--- src/rtl/p_mem_ctrl.sv ---
// rtl/p_mem_ctrl.sv - byte-serial RAM arbiter/controller shared by IF fetch and MEM load/store
//
// Ports:
//   clk_in, rst_in        clock, synchronous active-high reset
//   rdy_in                global ready; low pauses address issue
//   if_req/if_addr        32-bit instruction fetch request (held until if_done)
//   if_flush              aborts a pending or in-flight fetch
//   if_done/if_data       one-cycle completion pulse and fetched word
//   mem_req/mem_we        load/store request (held until mem_done), 1 = store
//   mem_size/mem_addr     0 byte, 1 half, 2/3 word; byte address
//   mem_wdata             store data, byte 0 in bits [7:0]
//   mem_done/mem_rdata    one-cycle completion pulse and zero-extended load data
//   ram_din               RAM read data for the address driven in the previous cycle
//   ram_dout/ram_a/ram_wr RAM write data, address and write strobe
module p_mem_ctrl #(
  parameter int ADDR_WIDTH = 32
) (
  input  logic                  clk_in,
  input  logic                  rst_in,
  input  logic                  rdy_in,
  input  logic                  if_req,
  input  logic [ADDR_WIDTH-1:0] if_addr,
  input  logic                  if_flush,
  output logic                  if_done,
  output logic [31:0]           if_data,
  input  logic                  mem_req,
  input  logic                  mem_we,
  input  logic [1:0]            mem_size,
  input  logic [ADDR_WIDTH-1:0] mem_addr,
  input  logic [31:0]           mem_wdata,
  output logic                  mem_done,
  output logic [31:0]           mem_rdata,
  input  logic [7:0]            ram_din,
  output logic [7:0]            ram_dout,
  output logic [ADDR_WIDTH-1:0] ram_a,
  output logic                  ram_wr
);

  typedef enum logic [1:0] {IDLE = 2'd0, RD = 2'd1, WR = 2'd2, DONE = 2'd3} state_t;

  state_t                state, state_nxt;
  logic                  owner_mem;     // 1 = MEM owns the current transaction, 0 = IF
  logic [ADDR_WIDTH-1:0] base;
  logic [2:0]            len;           // bytes in the transaction: 1, 2 or 4
  logic [2:0]            k;             // next byte index to issue
  logic [2:0]            k_prev;
  logic [2:0]            mem_len;
  logic [31:0]           wdata;
  logic [31:0]           wdata_sh;
  logic [31:0]           lanes;         // read bytes gathered so far
  logic [31:0]           lanes_cap;     // lanes with the byte arriving this cycle merged in
  logic                  issue_valid;   // a read address was driven last cycle; its data is on ram_din
  logic                  accept_mem, accept_if, flush_rd, issue, last_cap, done_set;
  logic [ADDR_WIDTH-1:0] ram_a_nxt;
  logic [7:0]            ram_dout_nxt;
  logic                  ram_wr_nxt;

  assign accept_mem = (state == IDLE) && rdy_in && mem_req;
  assign accept_if  = (state == IDLE) && rdy_in && !mem_req && if_req && !if_flush;
  assign flush_rd   = (state == RD) && !owner_mem && if_flush;
  assign issue      = rdy_in && (k < len) && ((state == WR) || ((state == RD) && !flush_rd));
  // The byte in flight belongs to index k-1; when k has reached len it is the last one.
  assign last_cap   = (state == RD) && issue_valid && (k == len);
  assign done_set   = (state != DONE) && (state_nxt == DONE);
  assign k_prev     = k - 3'd1;
  assign wdata_sh   = wdata >> {k[1:0], 3'b000};

  always_comb begin
    mem_len = 3'd4;
    if (mem_size == 2'd0)      mem_len = 3'd1;
    else if (mem_size == 2'd1) mem_len = 3'd2;
  end

  always_comb begin
    lanes_cap = lanes;
    lanes_cap[{k_prev[1:0], 3'b000} +: 8] = ram_din;
  end

  // State register
  always_ff @(posedge clk_in) begin
    if (rst_in) state <= IDLE;
    else        state <= state_nxt;
  end

  // Next-state logic
  always_comb begin
    state_nxt = state;
    case (state)
      IDLE: begin
        if (accept_mem)     state_nxt = mem_we ? WR : RD;
        else if (accept_if) state_nxt = RD;
      end
      RD: begin
        if (flush_rd)      state_nxt = IDLE;
        else if (last_cap) state_nxt = DONE;
      end
      WR: begin
        if (issue && (k == len - 3'd1)) state_nxt = DONE;
      end
      default: state_nxt = IDLE;
    endcase
  end

  // RAM port outputs; address and data hold whenever nothing is issued
  always_comb begin
    ram_a_nxt    = ram_a;
    ram_dout_nxt = ram_dout;
    ram_wr_nxt   = 1'b0;
    if (issue) begin
      ram_a_nxt = base + ADDR_WIDTH'(k);
      if (state == WR) begin
        ram_dout_nxt = wdata_sh[7:0];
        ram_wr_nxt   = 1'b1;
      end
    end
  end

  always_ff @(posedge clk_in) begin
    if (rst_in) begin
      ram_a       <= '0;
      ram_dout    <= '0;
      ram_wr      <= 1'b0;
      if_done     <= 1'b0;
      if_data     <= '0;
      mem_done    <= 1'b0;
      mem_rdata   <= '0;
      k           <= '0;
      issue_valid <= 1'b0;
      owner_mem   <= 1'b0;
      base        <= '0;
      len         <= '0;
      wdata       <= '0;
      lanes       <= '0;
    end else begin
      ram_a    <= ram_a_nxt;
      ram_dout <= ram_dout_nxt;
      ram_wr   <= ram_wr_nxt;
      if_done  <= done_set && !owner_mem;
      mem_done <= done_set && owner_mem;
      if (accept_mem || accept_if) begin
        owner_mem   <= accept_mem;
        base        <= accept_mem ? mem_addr : if_addr;
        len         <= accept_mem ? mem_len : 3'd4;
        wdata       <= mem_wdata;
        k           <= '0;
        lanes       <= '0;
        issue_valid <= 1'b0;
      end else begin
        if (issue) k <= k + 3'd1;
        // Cleared on a stall so the byte already captured is not taken again.
        issue_valid <= issue && (state == RD);
        if (issue_valid) lanes <= lanes_cap;
        if (done_set && (state == RD)) begin
          if (owner_mem) mem_rdata <= lanes_cap;
          else           if_data   <= lanes_cap;
        end
      end
    end
  end

endmodule

--- config.mk ---
export PLATFORM = sky130hd
export DESIGN_NAME = p_mem_ctrl
export DESIGN_NICKNAME = d
export VERILOG_FILES = /design/src/rtl/p_mem_ctrl.sv
export SDC_FILE = /design/constraint.sdc
export NUM_CORES = 1
export LEC_CHECK = 0
export BUFFER_PORTS_ARGS = -buffer_cell sky130_fd_sc_hd__buf_4
export CAP_MARGIN = 20
export CELL_PAD_IN_SITES_DETAIL_PLACEMENT = 1
export CELL_PAD_IN_SITES_GLOBAL_PLACEMENT = 1
export CORE_ASPECT_RATIO = 0.6
export CORE_MARGIN = 3
export CORE_UTILIZATION = 35
export CTS_CLUSTER_DIAMETER = 150
export DETAILED_ROUTE_END_ITERATION = 6
export PLACE_DENSITY_LB_ADDON = 0.1
export RECOVER_POWER = 25
export REMOVE_ABC_BUFFERS = 1
export SETUP_SLACK_MARGIN = 0.2
export SYNTH_ARGS = -nofsm -noshare
export SYNTH_HDL_FRONTEND = slang
export SYNTH_SLANG_ARGS = --single-unit
--- constraint.sdc ---
create_clock -name clk_in -period 4.6 [get_ports clk_in]
set_input_delay 0 -clock clk_in [delete_from_list [all_inputs] [get_ports clk_in]]
set_output_delay 0 -clock clk_in [all_outputs]
set_load 0.01 [all_outputs]
==> results.json <==
{
  "status": "finished, final reports clean",
  "fmax_ghz": 0.3552,
  "io_pins": 220,
  "mostFrequentLayoutCells": "dfxtp_1 (212), nor2_1 (183), buf_4 (150)",
  "drtIter0Drc": 372,
  "grt_overflow": 0,
  "place.port_buffers": 219,
  "total_power_mw": 4.252,
  "drcViolationCount": 0,
  "std_cell_rows": 45,
  "seq_area_frac_synth_pct": 46.85,
  "max_slew_margin_pct": 28.23,
  "grt_pass1_wl_um": 47570,
  "cp_data_required_time_ns": 5.02,
  "cp_slowest_stage_delay_ns": 0.70,
  "slew_viol_final": 0,
  "tightestPinTransition_ns": 1.077,
  "finalClockSkew_ns": 0.01423,
  "dieWidth_um": 214.2,
  "coreArea_sq_um": 25450,
  "setup_viol": 0,
  "crit_slowest_cell": "o21a_2",
  "vias_per_cell": 4.941,
  "worstPathMaxFanout": 38,
  "hpwl_um": 19780,
  "layout.nets": 1462,
  "clk_pin_slew_ns": 0.07,
  "hold_viol": 0,
  "die-area_sq_um": 28040,
  "synthFlopType": "dfxtp_1",
  "fin_tns_setup_ns": 0,
  "antenna_found_initial": 0,
  "avgSynthCellArea_sq_um": 8.820,
  "cts_buffer_depth": 3,
  "grt_pass1_vias": 8682,
  "grt_usage_pct": 20.85,
  "grt_max_degree": 97,
  "startpoint_type": "flop",
  "h-tree-depth": 1,
  "synth_area_sq_um": 9102,
  "synth_largest_area_cell": "dfxtp_1",
  "globalplace.congestion": 0.7940,
  "syn2layout_area_growth_pct": 39.29,
  "cpMostUsedCell": "buf_4",
  "initial_core_util_pct": 35.77,
  "cp_cell_sequence": "buf_4 > ha_1 > nand3b_1 > and4b_1 > o21a_2 > buf_4 > nor2_1 > a311oi_2",
  "yosysWarnings": 0,
  "tritoncts": "done",
  "timing.final.crit_share_pct": 61.21,
  "cts_made_buffers": 21,
  "whs_ns": 0.09255,
  "end_kind": "flop",
  "cpLargestDelayFamily": "compound AO/OA/AOI/OAI gates",
  "synth-edff-count": 0,
  "synthArstFlopShare_pct": 0,
  "diodes": 0,
  "p_per_area_nw_per_um2": 335.4,
  "crit_buf_inv": 2,
  "syn_inst": 1032,
  "synthDominantCellAreaShare_pct": 46.85,
  "yosysUniqueCellTypes": 56,
  "ant_nets": 0,
  "path_class": "reg -> reg",
  "wl_um": 29720,
  "wl_per_cell_um": 17.46,
  "num_vias": 8410,
  "leakagePower_nw": 4.717,
  "drive_above_1_share_pct": 16.67,
  "critPathArrivalTime_ns": 3.24,
  "dr.pass1.iters": 5,
  "cts-root-buf": "clkbuf_16",
  "fin_crit_ns": 2.816,
  "ys_ff_latch": 213,
  "min_path_type": "in -> reg",
  "vdd_drop_max_v": 0.0002009,
  "synth.area.top_cells": "dfxtp_1 (47%), a211oi_1 (9.9%), nor2_1 (7.5%)",
  "rsz0062_at_grt": "false",
  "die_y_um": 130.9,
  "insertion_delay_ns": 0.52,
  "final_common_cell": "dfxtp_1",
  "clkSinkCount": 213,
  "utilization_pct": 49.82,
  "drv_cap": 0
}
-- worst reg2reg max path, delay by kind of cell (launching register included) --
family	cells	cell delay (ns)
AO/OA/AOI/OAI	2	0.92
buffers and inverters	2	0.68
AND/OR/NAND/NOR	3	0.47
flip-flops	1	0.36
adder cells (fa/ha/maj)	1	0.29
-- path summary, 6_finish.rpt --
| check | startpoint | end | slack [ns] | depth (start not counted) |
|---|---|---|---|---|
| max reg2reg | k[1] | ram_a[29] | 1.78 | 8 |
| max | k[1] | ram_a[29] | 1.78 | 8 |
| min | if_flush | issue_valid | 0.09 | 5 |
| min reg2reg | wdata[8] | wdata[8] | 0.46 | 2 |
-- per-layer routing --
metal / global-route usage (%) / wire length, um
met1: 30.38 / 15370
met2: 32.47 / 12700
met3: 4.299 / 1205
met4: 3.634 / 445
met5: 0 / 0
-- final cells by class --
cell class,instances,area (sq um)
Clock buffer,28,591.8
Clock inverter,10,136.4
Fill cell,2958,12770
Inverter,12,45.04
Multi-Input combinational cell,729,4481
Sequential cell,213,4265
Tap cell,352,440.4
Timing Repair Buffer,358,2719
-- repair_timing --
| item | in CTS | in global routing |
|---|---|---|
| endpoints found under the hold margin | 169 | 0 |
| resized for setup | 0 | 0 |
| buffers inserted | 0 | 0 |
| hold buffers | 126 | 0 |
-- logic make-up after synthesis --
family / count (synthesis) / share of synthesized area, %
adders and majority gates: 14 / 2.007
DFF: 213 / 46.85
AOI/OAI and AO/OA: 242 / 19.02
xor gates and xnor gates: 34 / 3.271
and+or+nand+nor: 419 / 21.31
buffers and inverters: 90 / 4.247
muxes: 20 / 3.299
-- cell usage after synthesis (all sizes together), types with 12 or more instances --
cell type,count
nor2b,36
mux2i,12
a211oi,126
xnor2,22
ha,13
nand2,141
inv,12
dfxtp,213
buf,28
a21oi,68
clkbuf,50
xor2,12
nor2,183
a311oi,33
-- report_power, final --
part	switching, mW	total [mW]	leakage (nW)	internal [mW]
clock	0.754	1.83	0.350	1.08
sequential	0.0579	1.96	1.73	1.90
combinational	0.224	0.463	2.64	0.239
total	1.04	4.25	4.72	3.22
-- sequential cells by signal (all words and copies together), names as in the netlist --
signal	flops
base	32
if_data	32
if_done	1
issue_valid	1
k	3
lanes	32
len	3
mem_done	1
mem_rdata	32
owner_mem	1
ram_a	32
ram_dout	8
ram_wr	1
state	2
wdata	32
-- per-stage QoR --
| stage | cell area (sq um) | cells | worst slack, ns |
|---|---|---|---|
| 6_report | 12680 | 1702 | 1.784 |
| 2_1_floorplan | 8761 | 954 | 0.6737 |
| 3_5_place_dp | 10970 | 1537 | 1.715 |
| 5_1_grt | 12680 | 1702 | 1.477 |
| 4_1_cts | 12960 | 1701 | 1.678 |
| 3_3_place_gp | 10970 | 1537 | 1.872 |
No activity file was read; power rests on OpenSTA's default activity.
